### src/rtl/imm_gen_pkg.sv
// rtl/imm_gen_pkg.sv - immediate format codes and base/RV64 opcode constants
package imm_gen_pkg;

    typedef enum logic [2:0] {
        FMT_I    = 3'd0,
        FMT_S    = 3'd1,
        FMT_B    = 3'd2,
        FMT_J    = 3'd3,
        FMT_U    = 3'd4,
        FMT_Z    = 3'd5,
        FMT_NONE = 3'd7
    } imm_fmt_e;

    localparam logic [6:0] OP_LOAD    = 7'b0000011;
    localparam logic [6:0] OP_IMM     = 7'b0010011;
    localparam logic [6:0] OP_JALR    = 7'b1100111;
    localparam logic [6:0] OP_FENCE   = 7'b0001111;
    localparam logic [6:0] OP_STORE   = 7'b0100011;
    localparam logic [6:0] OP_BRANCH  = 7'b1100011;
    localparam logic [6:0] OP_JAL     = 7'b1101111;
    localparam logic [6:0] OP_LUI     = 7'b0110111;
    localparam logic [6:0] OP_AUIPC   = 7'b0010111;
    localparam logic [6:0] OP_SYSTEM  = 7'b1110011;
    localparam logic [6:0] OP_REG     = 7'b0110011;
    localparam logic [6:0] OP_IMM_32  = 7'b0011011;
    localparam logic [6:0] OP_REG_32  = 7'b0111011;

endpackage

### src/rtl/imm_decode.sv
// rtl/imm_decode.sv - combinational opcode to immediate format, extended value and legality
module imm_decode
    import imm_gen_pkg::*;
#(
    parameter int XLEN = 32
) (
    input  logic [31:0]     instr_i,
    output logic [XLEN-1:0] imm_o,
    output imm_fmt_e        fmt_o,
    output logic            illegal_o
);

    localparam bit IS_RV64 = (XLEN == 64);

    logic [6:0] opcode;
    logic       sgn;

    assign opcode = instr_i[6:0];
    assign sgn    = instr_i[31];

    always_comb begin
        fmt_o     = FMT_NONE;
        illegal_o = 1'b0;
        case (opcode)
            OP_LOAD, OP_IMM, OP_JALR, OP_FENCE: fmt_o = FMT_I;
            OP_STORE:                           fmt_o = FMT_S;
            OP_BRANCH:                          fmt_o = FMT_B;
            OP_JAL:                             fmt_o = FMT_J;
            OP_LUI, OP_AUIPC:                   fmt_o = FMT_U;
            OP_SYSTEM:                          fmt_o = instr_i[14] ? FMT_Z : FMT_NONE;
            OP_REG:                             fmt_o = FMT_NONE;
            OP_IMM_32: begin
                if (IS_RV64) fmt_o = FMT_I;
                else         illegal_o = 1'b1;
            end
            OP_REG_32:                          illegal_o = !IS_RV64;
            default:                            illegal_o = 1'b1;
        endcase
    end

    // instr[31] is folded into the replicated sign field, so every field below
    // starts one bit lower than its architectural top bit.
    always_comb begin
        imm_o = '0;
        case (fmt_o)
            FMT_I:   imm_o = {{(XLEN-11){sgn}}, instr_i[30:20]};
            FMT_S:   imm_o = {{(XLEN-11){sgn}}, instr_i[30:25], instr_i[11:7]};
            FMT_B:   imm_o = {{(XLEN-12){sgn}}, instr_i[7], instr_i[30:25], instr_i[11:8], 1'b0};
            FMT_J:   imm_o = {{(XLEN-20){sgn}}, instr_i[19:12], instr_i[20], instr_i[30:21], 1'b0};
            FMT_U:   imm_o = {{(XLEN-31){sgn}}, instr_i[30:12], 12'b0};
            FMT_Z:   imm_o = {{(XLEN-5){1'b0}}, instr_i[19:15]};
            default: imm_o = '0;
        endcase
    end

endmodule

### src/rtl/imm_gen_stage.sv
// rtl/imm_gen_stage.sv - registered immediate generation with a two-entry skid buffer
module imm_gen_stage
    import imm_gen_pkg::*;
#(
    parameter int XLEN  = 32,
    parameter int TAG_W = 8
) (
    input  logic             clk,
    input  logic             rst,
    input  logic             flush,
    input  logic             in_valid,
    output logic             in_ready,
    input  logic [31:0]      in_instr,
    input  logic [TAG_W-1:0] in_tag,
    output logic             out_valid,
    input  logic             out_ready,
    output logic [XLEN-1:0]  out_imm,
    output imm_fmt_e         out_fmt,
    output logic             out_illegal,
    output logic [31:0]      out_instr,
    output logic [TAG_W-1:0] out_tag
);

    logic [XLEN-1:0] dec_imm;
    imm_fmt_e        dec_fmt;
    logic            dec_illegal;

    imm_decode #(.XLEN(XLEN)) u_decode (
        .instr_i   (in_instr),
        .imm_o     (dec_imm),
        .fmt_o     (dec_fmt),
        .illegal_o (dec_illegal)
    );

    logic             out_valid_q,   out_valid_d;
    logic [XLEN-1:0]  out_imm_q,     out_imm_d;
    imm_fmt_e         out_fmt_q,     out_fmt_d;
    logic             out_illegal_q, out_illegal_d;
    logic [31:0]      out_instr_q,   out_instr_d;
    logic [TAG_W-1:0] out_tag_q,     out_tag_d;

    logic             skid_valid_q,   skid_valid_d;
    logic [XLEN-1:0]  skid_imm_q,     skid_imm_d;
    imm_fmt_e         skid_fmt_q,     skid_fmt_d;
    logic             skid_illegal_q, skid_illegal_d;
    logic [31:0]      skid_instr_q,   skid_instr_d;
    logic [TAG_W-1:0] skid_tag_q,     skid_tag_d;

    logic accept;
    logic drain;

    // in_ready depends only on skid state, keeping out_ready off the upstream path.
    assign accept = in_valid && !skid_valid_q;
    assign drain  = out_valid_q && out_ready;

    always_comb begin
        out_valid_d    = out_valid_q;
        out_imm_d      = out_imm_q;
        out_fmt_d      = out_fmt_q;
        out_illegal_d  = out_illegal_q;
        out_instr_d    = out_instr_q;
        out_tag_d      = out_tag_q;
        skid_valid_d   = skid_valid_q;
        skid_imm_d     = skid_imm_q;
        skid_fmt_d     = skid_fmt_q;
        skid_illegal_d = skid_illegal_q;
        skid_instr_d   = skid_instr_q;
        skid_tag_d     = skid_tag_q;

        if (flush) begin
            out_valid_d  = 1'b0;
            skid_valid_d = 1'b0;
        end else if (drain && skid_valid_q) begin
            out_imm_d     = skid_imm_q;
            out_fmt_d     = skid_fmt_q;
            out_illegal_d = skid_illegal_q;
            out_instr_d   = skid_instr_q;
            out_tag_d     = skid_tag_q;
            skid_valid_d  = 1'b0;
        end else if (accept && (!out_valid_q || drain)) begin
            out_valid_d   = 1'b1;
            out_imm_d     = dec_imm;
            out_fmt_d     = dec_fmt;
            out_illegal_d = dec_illegal;
            out_instr_d   = in_instr;
            out_tag_d     = in_tag;
        end else if (accept) begin
            skid_valid_d   = 1'b1;
            skid_imm_d     = dec_imm;
            skid_fmt_d     = dec_fmt;
            skid_illegal_d = dec_illegal;
            skid_instr_d   = in_instr;
            skid_tag_d     = in_tag;
        end else if (drain) begin
            out_valid_d = 1'b0;
        end
    end

    always_ff @(posedge clk) begin
        if (rst) begin
            out_valid_q    <= 1'b0;
            out_imm_q      <= '0;
            out_fmt_q      <= FMT_NONE;
            out_illegal_q  <= 1'b0;
            out_instr_q    <= '0;
            out_tag_q      <= '0;
            skid_valid_q   <= 1'b0;
            skid_imm_q     <= '0;
            skid_fmt_q     <= FMT_NONE;
            skid_illegal_q <= 1'b0;
            skid_instr_q   <= '0;
            skid_tag_q     <= '0;
        end else begin
            out_valid_q    <= out_valid_d;
            out_imm_q      <= out_imm_d;
            out_fmt_q      <= out_fmt_d;
            out_illegal_q  <= out_illegal_d;
            out_instr_q    <= out_instr_d;
            out_tag_q      <= out_tag_d;
            skid_valid_q   <= skid_valid_d;
            skid_imm_q     <= skid_imm_d;
            skid_fmt_q     <= skid_fmt_d;
            skid_illegal_q <= skid_illegal_d;
            skid_instr_q   <= skid_instr_d;
            skid_tag_q     <= skid_tag_d;
        end
    end

    assign in_ready    = !skid_valid_q;
    assign out_valid   = out_valid_q;
    assign out_imm     = out_imm_q;
    assign out_fmt     = out_fmt_q;
    assign out_illegal = out_illegal_q;
    assign out_instr   = out_instr_q;
    assign out_tag     = out_tag_q;

endmodule
### config.mk
export PLATFORM = sky130hd
export DESIGN_NAME = imm_gen_stage
export DESIGN_NICKNAME = d
export VERILOG_FILES = /design/src/rtl/imm_gen_pkg.sv /design/src/rtl/imm_decode.sv /design/src/rtl/imm_gen_stage.sv
export SDC_FILE = /design/constraint.sdc
export NUM_CORES = 1
export LEC_CHECK = 0
export BUFFER_PORTS_ARGS = -buffer_cell sky130_fd_sc_hd__buf_2
export CAP_MARGIN = 10
export CELL_PAD_IN_SITES_DETAIL_PLACEMENT = 1
export CELL_PAD_IN_SITES_GLOBAL_PLACEMENT = 2
export CORE_MARGIN = 3
export CORE_UTILIZATION = 25
export CTS_BUF_LIST = sky130_fd_sc_hd__clkbuf_2 sky130_fd_sc_hd__clkbuf_4 sky130_fd_sc_hd__clkbuf_8
export CTS_CLUSTER_SIZE = 20
export DETAILED_ROUTE_END_ITERATION = 8
export GPL_TIMING_DRIVEN = 0
export PLACE_DENSITY_LB_ADDON = 0.1
export SLEW_MARGIN = 20
export SYNTH_ARGS = -nofsm -noshare
export SYNTH_HDL_FRONTEND = slang
export SYNTH_SLANG_ARGS = --single-unit
### constraint.sdc
create_clock -name clk -period 2 [get_ports clk]
set_input_delay 0.1 -clock clk [delete_from_list [all_inputs] [get_ports clk]]
set_output_delay 0.1 -clock clk [all_outputs]
set_load 0.01 [all_outputs]
==> flow_summary_export.csv <==
group,metric,value,unit
status,status,"completed",
power,ir_drop,0.280,mV
critical_path,critPathLaunchType,"input pin",
place,numPortBuffers,119,
grt,grt_overflow,0,
power,leakagePower,3.39,nW
route,routedWlPerCell,20.6,um
die,ios,123,
power,power_density,753,nW/um2
power,sw_frac_of_total,0.293,
final_layout,mostFrequentLayoutCells,"nand2_1 (203), dfxtp_1 (153), buf_2 (127)",
final_layout,final_nets,1056,
timing,slew_headroom,0.447,
critical_path,cp-endpoint,"out_imm[30]",
yosys,syn_nets,879,
yosys,ys_types,53,
cts,cts_buffers,17,
grt,grt_max_degree,17,
critical_path,critPathLaunch,"in_instr[14]",
critical_path,r2r_slack,0.12,ns
timing,hold_viol,0,
critical_path,slowest_delay,0.52,ns
die,die_h,170,um
place,place_area,7760,um2
min_path,min_path_type,"in2reg",
timing,min_period,1.92,ns
critical_path,crit_fanout,10,
grt,grt_pass1_wl,42900,um
final_layout,drive_above_1_share,0.247,
final_layout,final_cell_area,8730,um2
timing,hold_ws,0.0491,ns
cts,cts_tree,"done",
final_layout,final_common_cell,"nand2_1",
cts,clkTransAtPathRegs,0.09,ns
critical_path,crit_chain,"dlygate4sd3_1, buf_2, a211oi_1, o21a_1, a311oi_2, buf_6, buf_12, nand2_2, a221oi_2",
route,drtPass1Iterations,5,
power,combPwrFrac,0.126,
route,route.detailed.drc,0,
die,core,26300,um2
final_layout,area_growth,29.5,%
route,detail-route-antenna-nets,0,
power,p_sw,1.93,mW
critical_path,rr_worst_depth,7,
cts,cts_buffer_depth,2,
yosys,yosysSeqAreaShare,0.457,
place,dp_worst_setup_slack,-0.936,ns
grt,grt_use_total,0.194,
yosys,syn_area_per_cell,8.08,um2
critical_path,crit_arrival,2.29,ns
flow_run,max-cap-violations,0,
grt,antenna_found_initial,0,
route,wirelength,28000,um
die,die_x,170,um
timing,fmax,0.521,GHz
yosys,ys.flop_type,"dfxtp_1",
cts,cts_sinks,154,
cts,root_buffer,"clkbuf_8",
timing,rsz0062_at_grt,"yes",
place,dp.cells,1288,
place,hpwl,20100,um
timing,timing.final.crit_share,0.959,
critical_path,critical-path-slowest-cell,"dlygate4sd3_1",
critical_path,reg2reg_to,"out_imm[6]",
yosys,yosys_register_bits,154,
grt,grt_pass1_vias,6946,
route,drt_iter0_drc,381,
yosys,synth-edff-count,0,
power,p_int,4.64,mW
power,p_clk_frac,0.383,
place,gp_congestion,0.787,
critical_path,crit_required,2.37,ns
yosys,ys_async_sr_fraction,0,
critical_path,endpoint_kind,"register",
power,seq_power_share,0.492,
die,fp-row-count,59,
critical_path,reg2reg_from,"skid_valid_q",
yosys,synth_area,6740,um2
final_layout,final_cells,1359,
yosys,yosys_warnings,0,
cts,htreeDepth,4,
timing,setup_viol,0,
timing,drv_slew,0,
cts,clock_latency,0.47,ns
final_layout,antennaDiodeCount,0,
timing,tightest_slew,0.829,ns
route,vias,6767,
route,drt-vias-per-instance,4.98,
die,initial_core_util,0.256,
critical_path,path_class,"in2reg",
timing,finClkSkew,0.0129,ns
yosys,netlist_instances,834,
timing,setup_ws,0.0811,ns
die,die_area,29000,um2
per-stage QoR:
step	power, mW	utilization	TNS [ns]
after floorplan	3.69	-	0
after global placement	4.06	0.295	-79.69
after detailed placement	4.06	0.295	-73.51
after CTS	6.66	0.330	0
after global routing	6.88	0.332	-0.00346
final	6.57	0.332	0
power by group through the flow:
stage	Clock, mW	Combinational, mW	Sequential [mW]
after floorplan	0	0.354	3.33
after global placement	0	0.756	3.30
after detailed placement	0	0.759	3.30
after CTS	2.60	0.830	3.23
after global routing	2.72	0.911	3.24
final	2.51	0.825	3.23
synthesized netlist by cell type, types with 2 or more instances:
| master | count | area share |
|---|---|---|
| and3_1 | 8 | 0.0074 |
| o21a_1 | 2 | 0.0022 |
| a31oi_1 | 3 | 0.0028 |
| and4_1 | 2 | 0.0026 |
| buf_6 | 2 | 0.0033 |
| nor3_1 | 7 | 0.0052 |
| a211oi_2 | 10 | 0.019 |
| dfxtp_1 | 154 | 0.46 |
| buf_1 | 4 | 0.0022 |
| o22ai_1 | 5 | 0.0046 |
| a21boi_0 | 2 | 0.0022 |
| and2_1 | 4 | 0.0037 |
| o21ai_0 | 29 | 0.022 |
| nor2_1 | 81 | 0.045 |
| nor3b_1 | 2 | 0.0022 |
| clkbuf_1 | 62 | 0.035 |
| inv_1 | 7 | 0.0039 |
| buf_2 | 7 | 0.0052 |
| a221oi_2 | 10 | 0.022 |
| a311oi_1 | 43 | 0.056 |
| nand2_1 | 204 | 0.11 |
| a21oi_1 | 81 | 0.060 |
| a211o_1 | 12 | 0.016 |
| a211oi_1 | 21 | 0.023 |
| o31ai_1 | 2 | 0.0022 |
| a21o_1 | 2 | 0.0022 |
| nand3_1 | 23 | 0.017 |
| and3b_1 | 2 | 0.0026 |
| nor2b_1 | 3 | 0.0028 |
| nand2b_1 | 5 | 0.0046 |
| a221oi_1 | 5 | 0.0065 |
| nand2_4 | 9 | 0.015 |
logic make-up (layout without fill, tap and decap cells):
group	Yosys count	in the layout	share of synthesized area
buffers and inverters	83	273	0.0522
and+or+nand+nor	358	358	0.233
DFF	154	154	0.457
AOI/OAI and AO/OA	239	239	0.257
worst max-delay path, delay by kind of cell:
family / cells / cell delay (ns)
buffers and inverters: 4 / 1.13
AND/OR/NAND/NOR: 1 / 0.09
AO/OA/AOI/OAI: 4 / 0.95
per-layer routing:
layer	wire [um]	share of wire	global-route usage	up-vias
li1	-	-	-	3298
met1	13800	0.49	0.271	3324
met2	12900	0.46	0.316	129
met3	964	0.034	0.0309	16
met4	289	0.010	0.0437	0
met5	0	0	0	-
final cells by class:
type,instances,area [um2]
clock inverters,13,144
repair buffers,160,996
clock buffers,19,255
well taps,335,419
fillers,3181,17600
multi-input cells,597,3390
inverters,7,30.0
plain buffers,74,409
flip-flops and latches,154,3080
flip-flops by register name, indices dropped and copies added (netlist names):
register        flops
out_illegal         1
skid_tag_q          8
skid_illegal_q      1
skid_imm_q         32
skid_valid_q        1
skid_fmt_q          3
out_fmt             3
out_valid           1
out_instr          32
skid_instr_q       32
out_tag             8
out_imm            32
worst min path at each step:
stage / startpoint / endpoint / slack [ns] / depth (start not counted)
after global routing: in_instr[4] / skid_instr_q[4] / 0.07 / 4
after CTS: in_instr[4] / skid_instr_q[4] / 0.02 / 4
final: in_instr[4] / skid_instr_q[4] / 0.05 / 4
after global placement: in_tag[5] / skid_tag_q[5] / 0.36 / 3
after floorplan: flush / out_valid / 0.18 / 1
after detailed placement: flush / out_valid / 0.36 / 2
timing repair:
action	4_1_cts	5_1_grt
endpoints found under the hold margin	120	0
pin swaps	1	0
hold buffers	37	0
buffers inserted	3	1
gates resized for setup	51	40
endpoints found under the setup margin	151	146
No activity file was read; power rests on OpenSTA's default activity.
